### config.mk
export PLATFORM = sky130hd
export DESIGN_NAME = alu_seq
export DESIGN_NICKNAME = d
export VERILOG_FILES = /design/src/rtl/alu_pkg.sv /design/src/rtl/alu_comb.sv /design/src/rtl/alu_seq.sv
export SDC_FILE = /design/constraint.sdc
export NUM_CORES = 1
export LEC_CHECK = 0
export ABC_AREA = 0
export BUFFER_PORTS_ARGS = -buffer_cell sky130_fd_sc_hd__buf_4
export CAP_MARGIN = 10
export CORE_MARGIN = 8
export CORE_UTILIZATION = 56
export DETAILED_ROUTE_END_ITERATION = 10
export PLACE_DENSITY = 0.83
export SLEW_MARGIN = 15
export SYNTH_ARGS = -nofsm -noshare
export SYNTH_HDL_FRONTEND = slang
export SYNTH_SLANG_ARGS = --single-unit
export TNS_END_PERCENT = 10
### constraint.sdc
create_clock -name clk -period 4.13 [get_ports clk]
set_input_delay 0.2065 -clock clk [delete_from_list [all_inputs] [get_ports clk]]
set_output_delay 0.2065 -clock clk [all_outputs]
set_load 0.005 [all_outputs]
### src/rtl/alu_pkg.sv
// alu_pkg: opcode, flag-index and FSM state definitions shared by alu_comb and alu_seq.
// Build option: ALU_MUL_EN adds the iterative MUL state.
package alu_pkg;

   typedef enum logic [3:0] {
      OP_ADD    = 4'd0,
      OP_SUB    = 4'd1,
      OP_CMP    = 4'd2,
      OP_AND    = 4'd3,
      OP_OR     = 4'd4,
      OP_XOR    = 4'd5,
      OP_NOT    = 4'd6,
      OP_NEG    = 4'd7,
      OP_SHL    = 4'd8,
      OP_SHR    = 4'd9,
      OP_SAR    = 4'd10,
      OP_MOV    = 4'd11,
      OP_MUL    = 4'd12,
      OP_RSV13  = 4'd13,
      OP_RSV14  = 4'd14,
      OP_RSV15  = 4'd15
   } alu_op_e;

   // Bit positions inside the {Z,N,C,V} flag nibble
   localparam int FLAG_Z = 3;
   localparam int FLAG_N = 2;
   localparam int FLAG_C = 1;
   localparam int FLAG_V = 0;

`ifdef ALU_MUL_EN
   typedef enum logic [1:0] {
      ST_IDLE  = 2'd0,
      ST_SHIFT = 2'd1,
      ST_MUL   = 2'd2
   } alu_state_e;
`else
   typedef enum logic [1:0] {
      ST_IDLE  = 2'd0,
      ST_SHIFT = 2'd1
   } alu_state_e;
`endif

endpackage

### src/rtl/alu_comb.sv
// alu_comb: single-cycle ALU ops and flag generation. Shifts by 0 or >= WIDTH
// are resolved here; other shifts (and MUL when ALU_MUL_EN is defined) raise
// iter so the sequencer runs them over several cycles.
module alu_comb
   import alu_pkg::*;
#(
   parameter int WIDTH = 16
) (
   input  alu_op_e          op,
   input  logic [WIDTH-1:0] a,
   input  logic [WIDTH-1:0] b,
   output logic [WIDTH-1:0] result,
   output logic [3:0]       flags,
   output logic             wb,
   output logic             illegal,
   output logic             iter
);

   localparam int M = WIDTH - 1;
   localparam logic [WIDTH-1:0] W_LIM = WIDTH'(WIDTH);

   logic           c;
   logic           v;
   logic           amt_zero;
   logic           amt_big;
   logic [WIDTH:0] sum;

   assign amt_zero = (b == '0);
   assign amt_big  = (b >= W_LIM);
   assign sum      = {1'b0, a} + {1'b0, b};

   // Opcode decode: result, raw carry/overflow, writeback and multi-cycle request
   always_comb begin
      result  = '0;
      c       = 1'b0;
      v       = 1'b0;
      wb      = 1'b1;
      illegal = 1'b0;
      iter    = 1'b0;
      case (op)
         OP_ADD: begin
            result = sum[M:0];
            c      = sum[WIDTH];
            v      = (a[M] == b[M]) && (result[M] != a[M]);
         end
         OP_SUB, OP_CMP: begin
            result = a - b;
            c      = (a < b);
            v      = (a[M] != b[M]) && (result[M] != a[M]);
            wb     = (op == OP_SUB);
         end
         OP_AND: result = a & b;
         OP_OR:  result = a | b;
         OP_XOR: result = a ^ b;
         OP_NOT: result = ~b;
         OP_NEG: begin
            result = '0 - b;
            c      = |b;
            v      = b[M] & result[M];
         end
         OP_SHL, OP_SHR, OP_SAR: begin
            if (amt_zero) begin
               result = a;
            end else if (amt_big) begin
               // Everything shifted out; only SAR keeps sign copies
               if (op == OP_SAR) begin
                  result = {WIDTH{a[M]}};
                  c      = a[M];
               end
            end else begin
               iter = 1'b1;
            end
         end
         OP_MOV: result = b;
`ifdef ALU_MUL_EN
         OP_MUL: iter = 1'b1;
`endif
         default: begin
            wb      = 1'b0;
            illegal = 1'b1;
         end
      endcase
   end

   // Flag nibble; an illegal op reports all-zero flags rather than Z=1
   always_comb begin
      flags = '0;
      if (!illegal) begin
         flags[FLAG_Z] = (result == '0);
         flags[FLAG_N] = result[M];
         flags[FLAG_C] = c;
         flags[FLAG_V] = v;
      end
   end

endmodule

### src/rtl/alu_seq.sv
// alu_seq: handshaked ALU. Single-cycle ops load the output slot on the accept
// edge; shifts by 1..WIDTH-1 step one bit per clock in SHIFT; with ALU_MUL_EN
// defined, MUL runs an unsigned shift-add over WIDTH clocks in MUL.
module alu_seq
   import alu_pkg::*;
#(
   parameter int WIDTH = 16
) (
   input  logic             clk,
   input  logic             rst_n,
   input  logic             in_valid,
   output logic             in_ready,
   input  alu_op_e          in_op,
   input  logic [WIDTH-1:0] in_a,
   input  logic [WIDTH-1:0] in_b,
   output logic             out_valid,
   input  logic             out_ready,
   output logic [WIDTH-1:0] out_result,
   output logic [3:0]       out_flags,
   output logic             out_wb,
   output logic             out_illegal
);

   localparam int SHAMT_W = $clog2(WIDTH);
   localparam int M       = WIDTH - 1;

   alu_state_e          state;
   alu_op_e             sh_op;
   logic [M:0]          sh_val;
   logic [M:0]          sh_nxt;
   logic                sh_out;
   logic [SHAMT_W-1:0]  cnt;
   logic                accept;

   logic [M:0]          c_result;
   logic [3:0]          c_flags;
   logic                c_wb;
   logic                c_illegal;
   logic                c_iter;

   alu_comb #(.WIDTH(WIDTH)) u_comb (
      .op      (in_op),
      .a       (in_a),
      .b       (in_b),
      .result  (c_result),
      .flags   (c_flags),
      .wb      (c_wb),
      .illegal (c_illegal),
      .iter    (c_iter)
   );

   // The slot may be refilled only when empty or drained on the same edge
   assign in_ready = rst_n && (state == ST_IDLE) && (!out_valid || out_ready);
   assign accept   = in_valid && in_ready;

   // One shift step and the bit it pushes out
   always_comb begin
      sh_nxt = sh_val;
      sh_out = 1'b0;
      case (sh_op)
         OP_SHL: begin
            sh_nxt = {sh_val[M-1:0], 1'b0};
            sh_out = sh_val[M];
         end
         OP_SHR: begin
            sh_nxt = {1'b0, sh_val[M:1]};
            sh_out = sh_val[0];
         end
         OP_SAR: begin
            sh_nxt = {sh_val[M], sh_val[M:1]};
            sh_out = sh_val[0];
         end
         default: ;
      endcase
   end

`ifdef ALU_MUL_EN
   logic [2*WIDTH-1:0] acc;
   logic [2*WIDTH-1:0] mcand;
   logic [2*WIDTH-1:0] acc_nxt;
   logic [M:0]         mplier;

   assign acc_nxt = acc + (mplier[0] ? mcand : '0);
`endif

   // FSM, iterative datapath and registered output slot
   always_ff @(posedge clk or negedge rst_n) begin
      if (!rst_n) begin
         state       <= ST_IDLE;
         sh_op       <= OP_ADD;
         sh_val      <= '0;
         cnt         <= '0;
         out_valid   <= 1'b0;
         out_result  <= '0;
         out_flags   <= '0;
         out_wb      <= 1'b0;
         out_illegal <= 1'b0;
`ifdef ALU_MUL_EN
         acc         <= '0;
         mcand       <= '0;
         mplier      <= '0;
`endif
      end else begin
         if (out_valid && out_ready) out_valid <= 1'b0;
         case (state)
            ST_IDLE: begin
               if (accept) begin
                  if (c_iter) begin
`ifdef ALU_MUL_EN
                     if (in_op == OP_MUL) begin
                        acc    <= '0;
                        mcand  <= {{WIDTH{1'b0}}, in_a};
                        mplier <= in_b;
                        cnt    <= SHAMT_W'(WIDTH - 1);
                        state  <= ST_MUL;
                     end else
`endif
                     begin
                        sh_op  <= in_op;
                        sh_val <= in_a;
                        cnt    <= in_b[SHAMT_W-1:0] - SHAMT_W'(1);
                        state  <= ST_SHIFT;
                     end
                  end else begin
                     out_valid   <= 1'b1;
                     out_result  <= c_result;
                     out_flags   <= c_flags;
                     out_wb      <= c_wb;
                     out_illegal <= c_illegal;
                  end
               end
            end
            ST_SHIFT: begin
               sh_val <= sh_nxt;
               if (cnt == '0) begin
                  out_valid   <= 1'b1;
                  out_result  <= sh_nxt;
                  out_flags   <= {(sh_nxt == '0), sh_nxt[M], sh_out, 1'b0};
                  out_wb      <= 1'b1;
                  out_illegal <= 1'b0;
                  state       <= ST_IDLE;
               end else begin
                  cnt <= cnt - SHAMT_W'(1);
               end
            end
`ifdef ALU_MUL_EN
            ST_MUL: begin
               acc    <= acc_nxt;
               mcand  <= {mcand[2*WIDTH-2:0], 1'b0};
               mplier <= {1'b0, mplier[M:1]};
               if (cnt == '0) begin
                  out_valid   <= 1'b1;
                  out_result  <= acc_nxt[M:0];
                  out_flags   <= {(acc_nxt[M:0] == '0), acc_nxt[M],
                                  |acc_nxt[2*WIDTH-1:WIDTH], 1'b0};
                  out_wb      <= 1'b1;
                  out_illegal <= 1'b0;
                  state       <= ST_IDLE;
               end else begin
                  cnt <= cnt - SHAMT_W'(1);
               end
            end
`endif
            default: state <= ST_IDLE;
         endcase
      end
   end

endmodule

==> results of run 1 <==
-- per-stage QoR --
stage | cells | utilization [%]
final | 984 | 62.8
after global routing | 984 | 62.8
after CTS | 984 | 62.8
after detailed placement | 977 | 61.6
after global placement | 977 | 61.6
after floorplan | 821 | -
-- kinds of logic after synthesis --
logic type      Yosys count  share of synthesized area (%)
fa+ha+maj                53                           11.1
flops                    48                           19.6
simple gates            273                           23.0
xor+xnor                 15                           2.14
compound gates          301                           33.1
mux                      22                           3.94
buf+inv                 109                           7.17
-- final timing paths --
kind | startpoint | end | slack, ns | cells after the start
worst max-delay path | in_b[1] | out_flags[3] | 1.08 | 12
worst min-delay path | rst_n | out_valid | -0.02 | 2
worst max register to register | sh_op[0] | out_flags[3] | 1.36 | 8
worst min register to register | out_result[8] | out_result[8] | 0.51 | 1
max in group asynchronous | rst_n | out_result[12] | 3.72 | 2
min in group clk | in_a[14] | sh_val[14] | 0.18 | 3
-- Yosys cell counts (10+ instances only) --
cell,number
nor3_1,17
a21oi_1,73
o211ai_1,24
o21ai_0,46
nand2_1,80
dfrtp_1,48
ha_1,51
mux2_2,14
a21o_1,11
nor2b_1,13
nor4_1,12
a221oi_1,12
buf_2,14
nor2_1,62
clkbuf_1,34
nand2b_1,11
o22ai_1,30
xnor2_1,11
a31oi_1,10
nand3_1,28
inv_1,54
-- critical path: cells and delay by family --
family,cells,cell delay (ns)
simple gates,5,1.00
mux,1,0.84
compound gates,3,0.71
buf+inv,2,0.29
fa+ha+maj,1,0.22
-- power groups by stage --
stage | clock, uW | combinational, uW | sequential, uW
floorplan | 0 | 365 | 546
global placement | 0 | 599 | 547
detailed placement | 0 | 605 | 547
CTS | 406 | 607 | 538
global route | 420 | 675 | 543
finish | 400 | 624 | 538
-- flip-flops by register name, summed over array words and instances, names as in the netlist --
| signal | cells |
|---|---|
| out_result | 16 |
| cnt | 4 |
| sh_val | 16 |
| state | 1 |
| out_valid | 1 |
| sh_op | 4 |
| out_illegal | 1 |
| out_wb | 1 |
| out_flags | 4 |
-- layout make-up --
type	instances	area [um2]	share of cell area (%)
repair buffers	71	533	7.90
inverters	54	203	3.00
multi-input cells	664	4510	66.8
clock buffers	5	68.8	1.02
flip-flops and latches	48	1200	17.8
clock inverters	2	60.1	0.890
well taps	140	175	2.59
-- per-layer routing --
layer	track usage [%]	share of wire, %	wire length (um)
met1	37.1	41	8330
met2	42.5	45	9110
met3	5.31	11	2270
met4	11.2	3.3	673
met5	0	0	0
==> impl_metrics.tcl, run 1 <==
set metrics [dict create \
    nets 937 \
    ctsHoldBuffers 0 \
    cts_buffers 5 \
    grt_first_pass_wirelength_um 32700 \
    crit_type "primary input to flop" \
    die_w_um 121 \
    yosysSeqAreaShare_pct 19.6 \
    slew_viol_final 0 \
    drc_errors 0 \
    worstPathMaxFanout 17 \
    htreeDepth 2 \
    path_common_cell "nor4_1" \
    io_pins 64 \
    power_uw 1560 \
    setup-tns-final_ns 0 \
    fin_skew_ns 0.00536 \
    timing.hold.ws_ns -0.0197 \
    first_iter_violations 903 \
    synth-edff-count 0 \
    fill_cells 970 \
    drt_wl_total_um 20400 \
    synthArstFlopShare_pct 100 \
    peakVddDrop_v 0.000208 \
    synth_cell_types 83 \
    synthesis.area_um2 6130 \
    rows 38 \
    core_um2 10700 \
    cellLeakagePower_uw 0.00288 \
    final_cell_area_um2 6750 \
    swShare_pct 35.8 \
    first_pass_iters 7 \
    rsz0062_at_grt "no" \
    synth_top_cell_area_share_pct 19.6 \
    final_common_cell "nand2_1" \
    cp_slowest_cell "mux2i_2" \
    cp.required_ns 4.34 \
    syn_to_final_growth_pct 10.2 \
    status "finished with violations" \
    synth_cells 821 \
    dieArea_um2 14500 \
    synthFlopType "dfrtp_1" \
    clock-sinks 48 \
    place_hpwl_um 15300 \
    synth_seq_cells 48 \
    maxCapViolCount 0 \
    finalSetupViolCount 0 \
    dieHeight_um 121 \
    cts_tree "done" \
    grt_pass1_vias 6240 \
    yosysTopAreaCell "dfrtp_1" \
    vias_per_cell 6.85 \
    insertion_delay_ns 0.31 \
    cts_resized 0 \
    syn_avg_cell_area_um2 7.46 \
    ant_nets 0 \
    min_period_over_period_pct 73.9 \
    synth.area.top_cells "dfrtp_1, ha_1, a21oi_1" \
    overflow 0 \
    pwr-share-seq_pct 34.5 \
    post_dp_cell_area_um2 6620 \
    portBuffers 63 \
    worst_pin_slew_ns 1.10 \
    max_slew_margin_pct 25.6 \
    internal_power_uw 1000 \
    combPwrFrac_pct 39.9 \
    violations "hold timing" \
    finalHoldViolations 8 \
    clkTransAtPathRegs_ns 0.09 \
    worstPathArrival_ns 3.26 \
    start_util_pct 57.0 \
    wl_per_cell_um 20.7 \
    startpoint_type "primary input" \
    grt_usage_pct 27.6 \
    antenna_cells 0 \
    dp_slack_ns 0.876 \
    postCtsSetupRepairBufs 0 \
    power_switching_uw 559 \
    p_per_area_nw_per_um2 231 \
    gp_congestion 1.03 \
    layout_common_cells "nand2_1, a21oi_1, buf_4" \
    critical-path-max-stage-delay_ns 0.84 \
    hold_class "primary input to async pin" \
    via_count 6741 \
    grt_max_degree 49 \
    syn_nets 914 \
    period_needed_ns 3.05 \
    max_freq_mhz 328 \
    drive_gt1_share_pct 13.9 \
    ctsRootBufferMaster "clkbuf_8" \
    antenna_found_initial 0 \
    yosysWarnings 0 \
    clkPwrFrac_pct 25.6 \
    layout_setup_ws_ns 1.08 \
    endpoint_kind "flop" \
    crit_chain "buf_4 > inv_1 > ha_1 > nor3b_2 > nand3_1 > mux2i_2 > o21ai_0 > o211ai_1 > nor4_1 > nand4_1 > nor4_1 > a31o_1" \
    cts_max_path_buffers 2 \
]
Note: power is estimated with default switching activity, not from simulation.
==> inputs of run 2 (changes only) <==
Settings changed: ABC_AREA 0 to 1.
Clock period 4.13 ns to 3.2 ns, I/O delays scaled along.
==> run 2 against run 1 <==
The run still ends with hold timing left. Final cell count rose by 24%. Flip-flop and latch count stayed put. Worst setup slack worse by 0.30 ns. Count of clock-buffer cells in the layout rose by 2. Worst hold slack improved by 0.0048 ns. Clock power down 3%. Critical path depth up 3. Clock skew is 0.0024 ns higher. Design area about the same. Highest routed layer unchanged. Power rose by 23%. Combinational power rose by 33%.
==> impl_metrics.tcl, run 2 <==
set metrics [dict create \
    status "finished with violations" \
    violations "hold timing" \
    path_delay_family "simple AND/OR/NAND/NOR gates" \
    nets 1175 \
    synth_top_cell_area_share_pct 19.8 \
    synth_top_family_by_area "simple AND/OR/NAND/NOR gates" \
    p_per_area_nw_per_um2 284 \
    pwr-share-seq_pct 36.3 \
    cts_max_path_buffers 2 \
    clkTransAtPathRegs_ns 0.09 \
    dp_slack_ns 0.561 \
    syn_to_final_growth_pct 11.2 \
    finalHoldViolations 12 \
    synthSimpleGateAreaFrac_pct 40.8 \
    combPwrFrac_pct 43.3 \
    cp.required_ns 3.43 \
    cts_buffers 5 \
    gp_congestion 0.968 \
    worstPathArrival_ns 2.65 \
    drc_errors 0 \
    cts_resized 0 \
    die_w_um 120 \
    cp_slowest_cell "clkinv_1" \
    dieArea_um2 14400 \
    yosysWarnings 0 \
    antenna_cells 0 \
    htreeDepth 2 \
    ant_nets 0 \
    internal_power_uw 1150 \
    antenna_found_initial 0 \
    synthFlopType "dfrtp_1" \
    io_pins 64 \
    drive_gt1_share_pct 11.1 \
    fin_skew_ns 0.00777 \
    portBuffers 63 \
    synth.area.top_cells "dfrtp_1, nand2_1, ha_1" \
    clkPwrFrac_pct 20.3 \
    vias_per_cell 5.82 \
    crit_type "primary input to flop" \
    yosysSeqAreaShare_pct 19.8 \
    post_dp_cell_area_um2 6650 \
    cts_tree "done" \
    clock-sinks 48 \
    syn_nets 1123 \
    place_hpwl_um 18000 \
    start_util_pct 56.7 \
    synth_xor_area_share_pct 0.578 \
    grt_max_degree 49 \
    endpoint_kind "flop" \
    core_um2 10700 \
    first_pass_iters 5 \
    path_common_cell "nand2_1" \
    fill_cells 1077 \
    swShare_pct 40.3 \
    finalSetupViolCount 0 \
    final_common_cell "nand2_1" \
    peakVddDrop_v 0.000293 \
    synthArstFlopShare_pct 100 \
    synth_cell_types 34 \
    ctsHoldBuffers 0 \
    grt_usage_pct 30.8 \
    max_slew_margin_pct 49.5 \
    insertion_delay_ns 0.31 \
    yosysMostFrequentCell "nand2_1" \
    wl_per_cell_um 18.4 \
    timing.hold.ws_ns -0.0149 \
    via_count 7114 \
    yosys.area_share.adder_pct 11.2 \
    min_period_over_period_pct 75.5 \
    synthMuxAreaShare_pct 0 \
    rows 38 \
    rsz0062_at_grt "no" \
    postCtsSetupRepairBufs 0 \
    worstPathMaxFanout 10 \
    maxCapViolCount 0 \
    overflow 0 \
    synth_compound_area_share_pct 16.3 \
    grt_first_pass_wirelength_um 35600 \
    max_freq_mhz 414 \
    layout_common_cells "nand2_1, nor2_1, inv_1" \
    worst_pin_slew_ns 0.754 \
    critical-path-max-stage-delay_ns 0.29 \
    yosysTopAreaCell "dfrtp_1" \
    grt_pass1_vias 6714 \
    crit_chain "buf_4 > inv_1 > ha_1 > nand2_2 > nor2_4 > nand3_2 > clkinv_1 > nand2_1 > a21oi_2 > nand2_1 > nor2_1 > nand2_1 > nor2_1 > nand4_1 > a21oi_1" \
    first_iter_violations 835 \
    power_uw 1920 \
    final_cell_area_um2 6740 \
    synth-edff-count 0 \
    period_needed_ns 2.42 \
    startpoint_type "primary input" \
    cellLeakagePower_uw 0.00348 \
    layout_setup_ws_ns 0.782 \
    slew_viol_final 0 \
    critPathBufInv 3 \
    syn_avg_cell_area_um2 5.89 \
    synthesis.area_um2 6060 \
    synth_top_cells_by_count "nand2_1, nor2_1, inv_1, nand3_1, ha_1" \
    hold_class "primary input to async pin" \
    ctsRootBufferMaster "clkbuf_8" \
    synth_seq_cells 48 \
    dieHeight_um 120 \
    drt_wl_total_um 22400 \
    setup-tns-final_ns 0 \
    synth_cells 1030 \
    reg.largest.list "out_result: 16 flops, sh_val: 16 flops" \
    power_switching_uw 773 \
]
run 2: cell count changes after synthesis, moves of 17 or more:
cell,previous run,this run
inv_1,54,128
nand2_1,80,284
a21oi_1,73,48
o221ai_1,3,20
nand3_1,28,96
o22ai_1,30,12
clkbuf_1,34,9
nor2_1,62,149
run 2: cells by family after synthesis:
family          after synthesis
compound gates              166
xor+xnor                      4
fa+ha+maj                    53
buf+inv                     172
flops                        48
simple gates                587
run 2: area by class of cell:
| cell class | instances | area [um2] | area share (%) |
|---|---|---|---|
| inverter | 141 | 529 | 7.85 |
| sequential | 48 | 1200 | 17.8 |
| timing repair buffer | 76 | 571 | 8.46 |
| clock buffer | 7 | 86.3 | 1.28 |
| multi-input combinational | 810 | 4170 | 61.9 |
| clock inverter | 1 | 7.51 | 0.111 |
| tap | 140 | 175 | 2.60 |
run 2: power groups by stage:
stage	sequential, uW	clock (uW)	combinational (uW)
after floorplan	710	0	480
after global placement	707	0	813
after detailed placement	708	0	815
after CTS	697	388	819
after global routing	702	410	925
final	697	390	831
run 2: final timing paths:
check                           from            to  slack (ns)  depth (start not counted)
min                            rst_n  out_flags[0]       -0.01                          2
min reg2reg                 sh_op[3]      sh_op[3]        0.47                          2
min in group clk           out_ready     out_valid        0.04                          2
max                          in_b[1]  out_flags[3]        0.78                         15
max in group asynchronous      rst_n      state[0]        2.80                          2
max reg2reg                 sh_op[2]  out_flags[3]        0.85                         11
run 2: metal layers:
metal	share of wire (%)	vias up	track usage (%)	routed length (um)
li1	-	3465	-	-
met1	42	3166	40.6	9410
met2	43	412	47.5	9760
met3	9.4	71	4.98	2110
met4	5.2	0	15.9	1160
met5	0	-	0	0
run 2: metrics by stage:
stage,hold WS (ns),util [%],std cells
after global routing,0.0298,63.0,1223
after floorplan,-0.136,-,1030
after CTS,0.000819,63.0,1223
final,-0.0149,63.0,1223
after detailed placement,0.338,62.2,1215
after global placement,0.337,62.2,1215
